$ cat src/rtl/transfer_rx.sv
// Purpose: receive side of the scanner-to-scanner byte link; buffers peer bytes for CPU PIO reads.
// Latency: data_ack rises one cycle after valid is seen in RECV; a byte appears on data_out_cpu the cycle after its write.
// Backpressure: when the FIFO is full, data_ack is withheld and the peer holds its byte until a CPU pop frees an entry.
module transfer_rx #(
  parameter int DATA_W = 8,
  parameter int DEPTH  = 8,
  parameter int AW     = 3
) (
  input  logic              clk,
  input  logic              rst,
  input  logic              start_transfer,
  input  logic [DATA_W-1:0] data_in,
  input  logic              data_valid,
  output logic              data_ack,
  input  logic              read_inc,
  output logic [DATA_W-1:0] data_out_cpu,
  output logic [AW:0]       count,
  output logic              full,
  output logic              empty,
  output logic              ready_to_transfer,
  output logic              xfer_done,
  output logic [2:0]        state
);

  typedef enum logic [2:0] {
    IDLE = 3'd0,
    RECV = 3'd1,
    ACK  = 3'd2,
    DONE = 3'd3
  } state_t;

  state_t            cur_state;
  state_t            nxt_state;
  logic [DATA_W-1:0] mem [DEPTH];
  logic [AW-1:0]     wr_ptr;
  logic [AW-1:0]     rd_ptr;
  logic [AW:0]       cnt;
  logic              read_inc_q;
  logic              wr_en;
  logic              pop;

  assign full  = (cnt == (AW + 1)'(DEPTH));
  assign empty = (cnt == '0);

  // A long CPU strobe pops only once: only its rising edge counts, and a pop on empty is dropped.
  assign pop = read_inc & ~read_inc_q & ~empty;

  // Handshake sequencing: a pending byte wins over session close; full blocks the write but not the session.
  always_comb begin
    nxt_state = cur_state;
    wr_en     = 1'b0;
    case (cur_state)
      IDLE: begin
        if (start_transfer) nxt_state = RECV;
      end
      RECV: begin
        if (data_valid) begin
          if (!full) begin
            wr_en     = 1'b1;
            nxt_state = ACK;
          end
        end else if (!start_transfer) begin
          nxt_state = DONE;
        end
      end
      ACK: begin
        // Waiting here until valid drops guarantees one write per valid pulse.
        if (!data_valid) nxt_state = RECV;
      end
      DONE: begin
        nxt_state = IDLE;
      end
      default: begin
        nxt_state = IDLE;
      end
    endcase
  end

  // State register; reset aborts any session without passing through DONE.
  always_ff @(posedge clk or negedge rst) begin
    if (!rst) cur_state <= IDLE;
    else      cur_state <= nxt_state;
  end

  // Read-strobe history for edge detection.
  always_ff @(posedge clk or negedge rst) begin
    if (!rst) read_inc_q <= 1'b0;
    else      read_inc_q <= read_inc;
  end

  // FIFO storage; contents need no reset since count gates visibility.
  always_ff @(posedge clk) begin
    if (wr_en) mem[wr_ptr] <= data_in;
  end

  // Pointers wrap naturally at DEPTH; count tracks occupancy including simultaneous push and pop.
  always_ff @(posedge clk or negedge rst) begin
    if (!rst) begin
      wr_ptr <= '0;
      rd_ptr <= '0;
      cnt    <= '0;
    end else begin
      if (wr_en) wr_ptr <= wr_ptr + 1'b1;
      if (pop)   rd_ptr <= rd_ptr + 1'b1;
      case ({wr_en, pop})
        2'b10:   cnt <= cnt + 1'b1;
        2'b01:   cnt <= cnt - 1'b1;
        default: cnt <= cnt;
      endcase
    end
  end

  assign data_out_cpu      = empty ? '0 : mem[rd_ptr];
  assign count             = cnt;
  assign data_ack          = (cur_state == ACK);
  assign xfer_done         = (cur_state == DONE);
  assign ready_to_transfer = (cur_state == IDLE) && !full;
  assign state             = cur_state;

endmodule

$ cat config.mk
export PLATFORM = sky130hd
export DESIGN_NAME = transfer_rx
export DESIGN_NICKNAME = d
export VERILOG_FILES = /design/src/rtl/transfer_rx.sv
export SDC_FILE = /design/constraint.sdc
export NUM_CORES = 1
export LEC_CHECK = 0
export CAP_MARGIN = 25
export CORE_MARGIN = 2
export CORE_UTILIZATION = 28
export DETAILED_ROUTE_END_ITERATION = 16
export PLACE_DENSITY = 0.56
export RECOVER_POWER = 50
export SLEW_MARGIN = 10
export SYNTH_ARGS = -nofsm -noshare
export SYNTH_HDL_FRONTEND = slang
export SYNTH_SLANG_ARGS = --single-unit
$ cat constraint.sdc
create_clock -name clk -period 2.55 [get_ports clk]
set_input_delay 0.3825 -clock clk [delete_from_list [all_inputs] [get_ports clk]]
set_output_delay 0.3825 -clock clk [all_outputs]
set_load 0.05 [all_outputs]
==> flow_summary.ini <==
[cells_and_area]
drive_above_1_share_pct = 28.8
layout.nets = 239
final_util_pct = 36.0
area_growth_pct = 26.7
diodes = 0
stdcell_count = 369
nFillCells = 1042

[clock_tree]
cts_buffers = 9
htree_levels = 3
clk_latency_ps = 330
cts_tree = built
clk_path_buf_depth = 2
cts_root_buffer = clkbuf_16
clkTransAtPathRegs_ps = 60
postCtsSetupRepairBufs = 0
cts.sinks = 77

[logic_synthesis]
ys_warn_count = 0
syn_inst = 174
syn_avg_cell_area_um2 = 18.4
syn-num-nets = 192
syn_area_um2 = 3210
ys_ff_latch = 77
ys_seq_area_share_pct = 70.1
synthDistinctLibCells = 35

[drt]
vias_per_cell = 4.39
vias = 1619
drc = 0
totalWireLength_um = 5760
drt_iter0_markers = 58
wire_per_inst_um = 15.6
drt-pass1-iter-count = 4
drtAntennaViolNets = 0

[floorplan]
ios = 33
dieArea_um2 = 12300
die_x_um = 111
fp-row-count = 39
coreArea_um2 = 11300
start_util_pct = 28.4
chipHeight_um = 111

[pwr]
p_int_mw = 3.29
ir_drop_v = 0.000577
seqPwrFrac_pct = 34.6
p_leak_nw = 1.42
finalPower_mw = 5.28
clock_power_share_pct = 25.5
power_switching_mw = 1.99
p_comb_share_pct = 39.9
power.share.switching_pct = 37.7
pwr_density_cell_nw_per_um2 = 1300

[timing]
rsz0062_at_grt = false
finalSetupViolations = 0
hold_viol = 0
slew_headroom_pct = 59.8
fin_crit_ps = 2370
final-max-slew-violation-count = 0
skew_ps = 9.54
max_freq_mhz = 421
tightest_slew_ps = 602
period_share_pct = 93.0

[setup_path]
reg2reg_slack_ps = 270
worst_r2r_path_depth = 10
timing.rr.start = count[2]$_DFFE_PN0P_
critPathKind = reg -> out
crit_fanout = 6
end_kind = output pin
start_kind = flop
worstPathRequired_ps = 2170
r2r-end = count[2]$_DFFE_PN0P_
crit_arrival_ps = 1990

[run]
cap_violations = 0

[placement]
place_inst = 353
port-buffer-count = 31
gp_congestion = 0.723
dpl.hpwl_um = 3830

[global_routing]
antenna_found_initial = 0
grt_use_total_pct = 9.94
grt_max_degree = 19
grt_pass1_vias = 1652
grt_overflow = 0
grt_pass1_wl_um = 9090

[min_path]
min_path_type = in -> async

[run_status]
status = finished clean
-- power by group through the flow --
stage,registers (mW),logic [mW],clock network (mW)
floorplan,1.88,1.50,0
global placement,1.86,2.16,0
detailed placement,1.86,2.16,0
CTS,1.84,2.17,1.38
global route,1.87,2.26,1.43
finish,1.83,2.11,1.35
-- state kept, by name (all words and copies together) (netlist names) --
register    flops
mem            64
count           4
rd_ptr          3
wr_ptr          3
state           2
read_inc_q      1
-- metal layers --
metal	global-route usage [%]	wire [um]	up-vias
li1	-	-	776
met1	12.4	2610	814
met2	16.5	2900	25
met3	2.52	178	4
met4	4.25	73	0
met5	0	0	-
-- placed cells by master, fill, tap and decap left out, types with 5 or more instances in the layout --
master	n
dfrtp_2	5
mux2i_1	9
nor2_1	16
edfxtp_1	64
clkdlybuf4s50_1	11
dfrtp_1	8
buf_4	20
clkbuf_16	9
dlygate4sd3_1	10
mux4_2	16
xor2_1	5
-- how the worst max path moves through the flow --
stage,cells past startpoint,slack [ps],start,to
finish,3,180,count[2]$_DFFE_PN0P_,ready_to_transfer
global route,10,60,count[2]$_DFFE_PN0P_,count[2]$_DFFE_PN0P_
CTS,2,40,count[2]$_DFFE_PN0P_,full
detailed placement,10,300,count[2]$_DFFE_PN0P_,count[2]$_DFFE_PN0P_
global placement,8,360,read_inc,count[3]$_DFFE_PN0P_
floorplan,9,-250,count[2]$_DFFE_PN0P_,count[2]$_DFFE_PN0P_
-- kinds of logic (layout without fill, tap and decap cells) --
logic type,after synthesis,after routing,synth area share [%]
muxes,28,28,15.2
xor gates and xnor gates,9,9,2.46
DFF,77,77,70.1
AOI/OAI and AO/OA,7,7,1.33
and+or+nand+nor,38,38,7.42
buffers and inverters,9,61,1.40
other,1,1,0.117
adders and majority gates,5,5,1.95
-- area by class of cell --
type / instances / area [um^2] / share of cell area (%)
Multi-Input combinational cell: 88 / 907 / 22.3
Clock buffer: 10 / 229 / 5.64
Clock inverter: 6 / 93.8 / 2.31
Tap cell: 143 / 179 / 4.40
Inverter: 1 / 3.75 / 0.0924
Timing Repair Buffer: 44 / 397 / 9.76
Sequential cell: 77 / 2250 / 55.5
-- Yosys cell counts (all sizes together) --
library cell	count	share of area, %
xnor2	4	1.1
nor4bb	2	0.62
or3b	1	0.27
nand2	4	0.47
buf	6	1.0
nand3b	2	0.47
o21ai	2	0.31
or3	1	0.20
mux2i	9	2.8
and2	1	0.20
conb	1	0.12
inv	1	0.12
a21oi	2	0.31
nor2	16	1.9
dfrtp	13	10
xor2	5	1.4
nand3	2	0.31
nor4b	1	0.74
o21bai	1	0.23
nor3b	1	0.59
nand2b	1	0.20
nor2b	1	0.20
ha	5	2.0
clkbuf	2	0.27
mux4	16	11
nor3	4	0.62
o31ai	1	0.23
a211oi	1	0.23
edfxtp	64	60
nor4	1	0.66
mux2	3	1.2
-- worst max-delay path, stage by stage, from the launching register on --
cell and delay (ps):
dfrtp_2 480, nor4b_4 390, nor3_1 90, clkdlybuf4s50_1 710
-- repair_timing --
item | in CTS | in global routing
resized for setup | 0 | 2
setup endpoints to repair | 0 | 6
hold buffers | 0 | 0
-- per-stage QoR --
step	setup slack, ps	cell area, um^2	setup TNS (ps)	hold WS (ps)
floorplan	-249	3220	-445	86.9
global placement	355	3750	0	495
detailed placement	301	3750	0	488
CTS	41.9	4080	0	466
global route	58.8	4060	0	539
finish	177	4060	0	509
(Power assumes the default switching activity.)
